[config.mk]
export PLATFORM = sky130hd
export DESIGN_NAME = rps_sprite_draw_sched
export DESIGN_NICKNAME = d
export VERILOG_FILES = /design/src/rtl/rps_sprite_draw_sched.sv
export SDC_FILE = /design/constraint.sdc
export NUM_CORES = 1
export LEC_CHECK = 0
export ABC_AREA = 1
export CAP_MARGIN = 25
export CORE_ASPECT_RATIO = 0.8
export CORE_MARGIN = 2
export CORE_UTILIZATION = 43
export DETAILED_ROUTE_END_ITERATION = 10
export HOLD_SLACK_MARGIN = 0.06
export PLACE_DENSITY = 0.71
export SLEW_MARGIN = 20
export SYNTH_ARGS = -nofsm -noshare
export SYNTH_HDL_FRONTEND = slang
export SYNTH_SLANG_ARGS = --single-unit
[constraint.sdc]
create_clock -name CLOCK_50 -period 2.9 [get_ports CLOCK_50]
set_clock_uncertainty 0.05 [all_clocks]
set_input_delay 0.29 -clock CLOCK_50 [delete_from_list [all_inputs] [get_ports CLOCK_50]]
set_output_delay 0.29 -clock CLOCK_50 [all_outputs]
set_load 0.01 [all_outputs]
[src/rtl/rps_sprite_draw_sched.sv]
// Arbitrates two players' sprite draws onto the 160x120 VGA write port.
// Ports: CLOCK_50/reset; req/ack/busy handshake; choice0/1; rom_addr + q_*; x/y/colour/plot.
module rps_sprite_draw_sched #(
  parameter int SPR_W = 64,
  parameter int SPR_H = 64,
  parameter int AW    = 12,
  parameter int X0_P0 = 8,
  parameter int Y0_P0 = 28,
  parameter int X0_P1 = 88,
  parameter int Y0_P1 = 28
) (
  input  logic          CLOCK_50,
  input  logic          reset,
  input  logic [1:0]    req,
  input  logic [1:0]    choice0,
  input  logic [1:0]    choice1,
  output logic [1:0]    ack,
  output logic          busy,
  output logic [AW-1:0] rom_addr,
  input  logic          q_rock,
  input  logic          q_scissor,
  input  logic          q_paper,
  output logic [7:0]    x,
  output logic [6:0]    y,
  output logic [2:0]    colour,
  output logic          plot
);

  localparam int XW = (SPR_W > 1) ? $clog2(SPR_W) : 1;
  localparam int YW = (SPR_H > 1) ? $clog2(SPR_H) : 1;

  typedef enum logic [1:0] {IDLE, DRAW, FLUSH, DONE} state_t;

  state_t        state;
  state_t        state_n;
  logic          rr;
  logic          player;
  logic          gnt_p;
  logic [1:0]    choice_l;
  logic [XW-1:0] sx;
  logic [YW-1:0] sy;
  logic          last_px;
  logic [7:0]    x0;
  logic [6:0]    y0;
  logic          q_sel;
  logic          pix;

  assign last_px = (sx == XW'(SPR_W - 1)) && (sy == YW'(SPR_H - 1));
  assign x0 = player ? 8'(X0_P1) : 8'(X0_P0);
  assign y0 = player ? 7'(Y0_P1) : 7'(Y0_P0);
  assign rom_addr = AW'(sy) * AW'(SPR_W) + AW'(sx);

  // Contention goes to the player that was not served last.
  always_comb begin
    gnt_p = req[1];
    if (req == 2'b11) gnt_p = ~rr;
  end

  always_ff @(posedge CLOCK_50 or posedge reset) begin
    if (reset) state <= IDLE;
    else       state <= state_n;
  end

  always_comb begin
    state_n = state;
    unique case (state)
      IDLE:    if (|req) state_n = DRAW;
      DRAW:    if (last_px) state_n = FLUSH;
      FLUSH:   state_n = DONE;
      DONE:    state_n = IDLE;
      default: state_n = IDLE;
    endcase
  end

  always_ff @(posedge CLOCK_50 or posedge reset) begin
    if (reset) begin
      rr       <= 1'b1;
      player   <= 1'b0;
      choice_l <= 2'b00;
      sx       <= '0;
      sy       <= '0;
      plot     <= 1'b0;
      x        <= '0;
      y        <= '0;
    end else begin
      // One-stage tag tracking the address issued this cycle.
      plot <= (state == DRAW);
      if (state == DRAW) begin
        x <= x0 + 8'(sx);
        y <= y0 + 7'(sy);
      end
      if (state == IDLE && |req) begin
        player   <= gnt_p;
        rr       <= gnt_p;
        choice_l <= gnt_p ? choice1 : choice0;
        sx       <= '0;
        sy       <= '0;
      end else if (state == DRAW && !last_px) begin
        if (sx == XW'(SPR_W - 1)) begin
          sx <= '0;
          sy <= sy + YW'(1);
        end else begin
          sx <= sx + XW'(1);
        end
      end
    end
  end

  always_comb begin
    busy = (state != IDLE);
    ack  = 2'b00;
    if (state == DONE) ack = player ? 2'b10 : 2'b01;
    unique case (choice_l)
      2'b00:   q_sel = q_rock;
      2'b01:   q_sel = q_scissor;
      default: q_sel = q_paper;
    endcase
    // Player 1's sprite is drawn in inverse video.
    pix    = player ? ~q_sel : q_sel;
    colour = (plot && pix) ? 3'b111 : 3'b000;
  end

endmodule
==> impl_metrics.tcl <==
set metrics [dict create \
    status "completed" \
    synth-main-ff-cell "dfrtp_1" \
    worstMarginPinSlew_ns 0.747 \
    fin_hold_ws_ns 0.382 \
    powerDensity_nw_per_um2 951 \
    async_flop_share 1.00 \
    yosysSeqAreaShare 0.462 \
    diodes 0 \
    finalSetupTns_ns 0 \
    detail_route.first_pass.iterations 4 \
    synth_top_family_by_area "simple AND/OR/NAND/NOR gates" \
    r2r_start "state[1]$_DFFE_PP0P_" \
    antenna_found_initial 0 \
    final_design_area_no_fill_um2 2450 \
    rsz0062_at_grt "false" \
    crit_type "flop to primary output" \
    dieArea_um2 4840 \
    max_stage_delay_ns 0.57 \
    netlist.area_leader.share 0.447 \
    io_buffers 44 \
    drc 0 \
    grt_pass1_vias 1565 \
    drv_slew 0 \
    area_growth_pct 32.7 \
    final_antenna_net_count 0 \
    cts_tree "done" \
    synth_cell_types 28 \
    cts.reportedPaths.clkPinSlew_ns 0.08 \
    p_leak_nw 1.20 \
    path_common_cell "nor2_1" \
    yosys.area_share.adder 0.0719 \
    cts_buffer_depth 2 \
    ys_ff_latch 34 \
    fmax_mhz 467 \
    synth_fp_nets 255 \
    fin_util 0.590 \
    hold_buffers 0 \
    cts_setup_buffers 0 \
    post-route-period-util 0.738 \
    syn_area_per_cell_um2 7.89 \
    critPathSlowestCell "clkdlybuf4s50_1" \
    clk_latency_ns 0.29 \
    post_cts_resized 0 \
    cp_max_fo 3 \
    grt_use_total 0.188 \
    yosysTopAreaCell "dfrtp_1" \
    muxShareOfSynthArea 0 \
    grt_max_degree 20 \
    ff2ff_setup_slack_ns 1.05 \
    slew_headroom 0.502 \
    grt_pass1_wl_mm 7.28 \
    num_vias 1613 \
    hold_viol_final 0 \
    finalSetupViolations 0 \
    wirelength_mm 4.06 \
    critPathRequiredTime_ns 2.56 \
    numCtsBuffers 5 \
    crit_path_end_kind "primary output" \
    avgViaCountPerCell 4.76 \
    hp-class "input port to asynchronous set/reset pin" \
    rr_worst_depth 6 \
    cp.arrival_ns 1.80 \
    core_um2 4150 \
    hpwl_mm 2.94 \
    finalCriticalPeriod_ns 2.14 \
    rows 21 \
    synth-xor-area-share 0.0142 \
    vdd_ir_drop_max_mv 0.595 \
    r2r-end "y[5]$_DFFE_PP0N_" \
    max-cap-violations 0 \
    finalNetCount 302 \
    synth_edf_count 0 \
    ios 45 \
    drt_iter0_markers 74 \
    n_fill_cell 401 \
    clkSinkCount 34 \
    netlist_instances 234 \
    placed_cell_area_um2 2340 \
    start_util 0.445 \
    synth_area_um2 1850 \
    fp.dieW_um 77.2 \
    critPathLaunchType "flop" \
    place_congestion 0.874 \
    globalRouteOverflowTotal 0 \
    clock-root-buffer "clkbuf_8" \
    worstPathCellList "inv_1 > nand2_1 > a21oi_1 > nor2_1 > nor2_1 > clkdlybuf4s50_1" \
    die_h_um 62.6 \
    htreeDepth 2 \
    synthSimpleGateAreaFrac 0.290 \
    synth_area_leaders "dfrtp_1 (45%), nand2_1 (15%), ha_1 (6.1%)" \
    drive_gt1_frac 0.0709 \
    post_drt_wl_per_cell_um 12.0 \
    synth_compound_area_frac 0.0895 \
    yosys_warnings 0 \
]
state kept, by name, summed over array words and instances (netlist names):
name      flops
choice_l      2
player        1
plot          1
rr            1
state         2
sx            6
sy            6
x             8
y             7
area by class of cell:
| cell class | count | area [um2] | share of cell area |
|---|---|---|---|
| clock buffer | 5 | 68.8 | 0.0281 |
| clock inverter | 3 | 45.0 | 0.0184 |
| inverter | 24 | 90.1 | 0.0368 |
| multi-input combinational | 169 | 860 | 0.351 |
| sequential | 34 | 852 | 0.348 |
| tap | 57 | 71.3 | 0.0291 |
| timing repair buffer | 47 | 463 | 0.189 |
per-layer routing:
layer	share of wire	routed length, um	up-vias	global-route usage
li1	-	-	839	-
met1	0.49	2000	731	0.258
met2	0.46	1860	40	0.292
met3	0.046	185	3	0.0448
met4	0.0052	21	0	0.0625
met5	0	0	-	0
through the flow:
stage                     cells  setup WS [ns]  total power, W
final                       339          0.760         0.00233
after floorplan             234           1.34         0.00145
after CTS                   339          0.776         0.00235
after global routing        339          0.617         0.00253
after global placement      331          0.824         0.00188
after detailed placement    331          0.784         0.00190
cell families after synthesis:
| logic type | after synthesis |
|---|---|
| xor gates and xnor gates | 3 |
| AOI/OAI and AO/OA | 28 |
| and+or+nand+nor | 128 |
| DFF | 34 |
| adders and majority gates | 10 |
| buffers and inverters | 31 |
cell usage in the layout, fill, tap and decap left out, types with 2 or more instances in the layout:
| cell | instances |
|---|---|
| a21oi_1 | 6 |
| ha_1 | 9 |
| clkinvlp_4 | 2 |
| o21ai_0 | 15 |
| nand2_4 | 2 |
| clkdlybuf4s50_1 | 44 |
| o22ai_1 | 2 |
| dfrtp_1 | 33 |
| buf_4 | 3 |
| clkbuf_8 | 5 |
| inv_1 | 23 |
| nor2_1 | 26 |
| nand3_1 | 20 |
| o21ai_2 | 2 |
| nand2_1 | 75 |
| xor2_1 | 2 |
cells in the mapped netlist, types with 6 or more instances:
cell     number
dfrtp_1      33
nand2_1      75
a21oi_1       6
o21ai_0      15
nand3_1      20
ha_1          9
inv_1        23
nor2_1       26
report_power, final:
| part | switching (W) | leakage, nW | internal [W] |
|---|---|---|---|
| registers | 0.000169 | 0.438 | 0.000641 |
| clock network | 0.000184 | 0.0504 | 0.000256 |
| logic | 0.000585 | 0.714 | 0.000496 |
| total | 0.000938 | 1.20 | 0.00139 |
how the worst max path moves through the flow:
stage	start	to	slack, ns	cells past startpoint
floorplan	sx[0]$_DFFE_PP0P_	sy[5]$_DFFE_PP0P_	1.34	9
CTS	choice_l[0]$_DFFE_PP0P_	colour[0]	0.78	6
global route	choice_l[0]$_DFFE_PP0P_	colour[0]	0.62	6
finish	choice_l[0]$_DFFE_PP0P_	colour[0]	0.76	6
global placement	q_rock	colour[0]	0.82	6
detailed placement	q_scissor	colour[0]	0.78	6
worst max-delay path: cells and delay by family (launching register included):
family / cells / cell delay (ns)
AO/OA/AOI/OAI: 1 / 0.18
buffers and inverters: 2 / 0.65
flip-flops: 1 / 0.38
AND/OR/NAND/NOR: 3 / 0.30
Power figures use the tool's default switching activity.
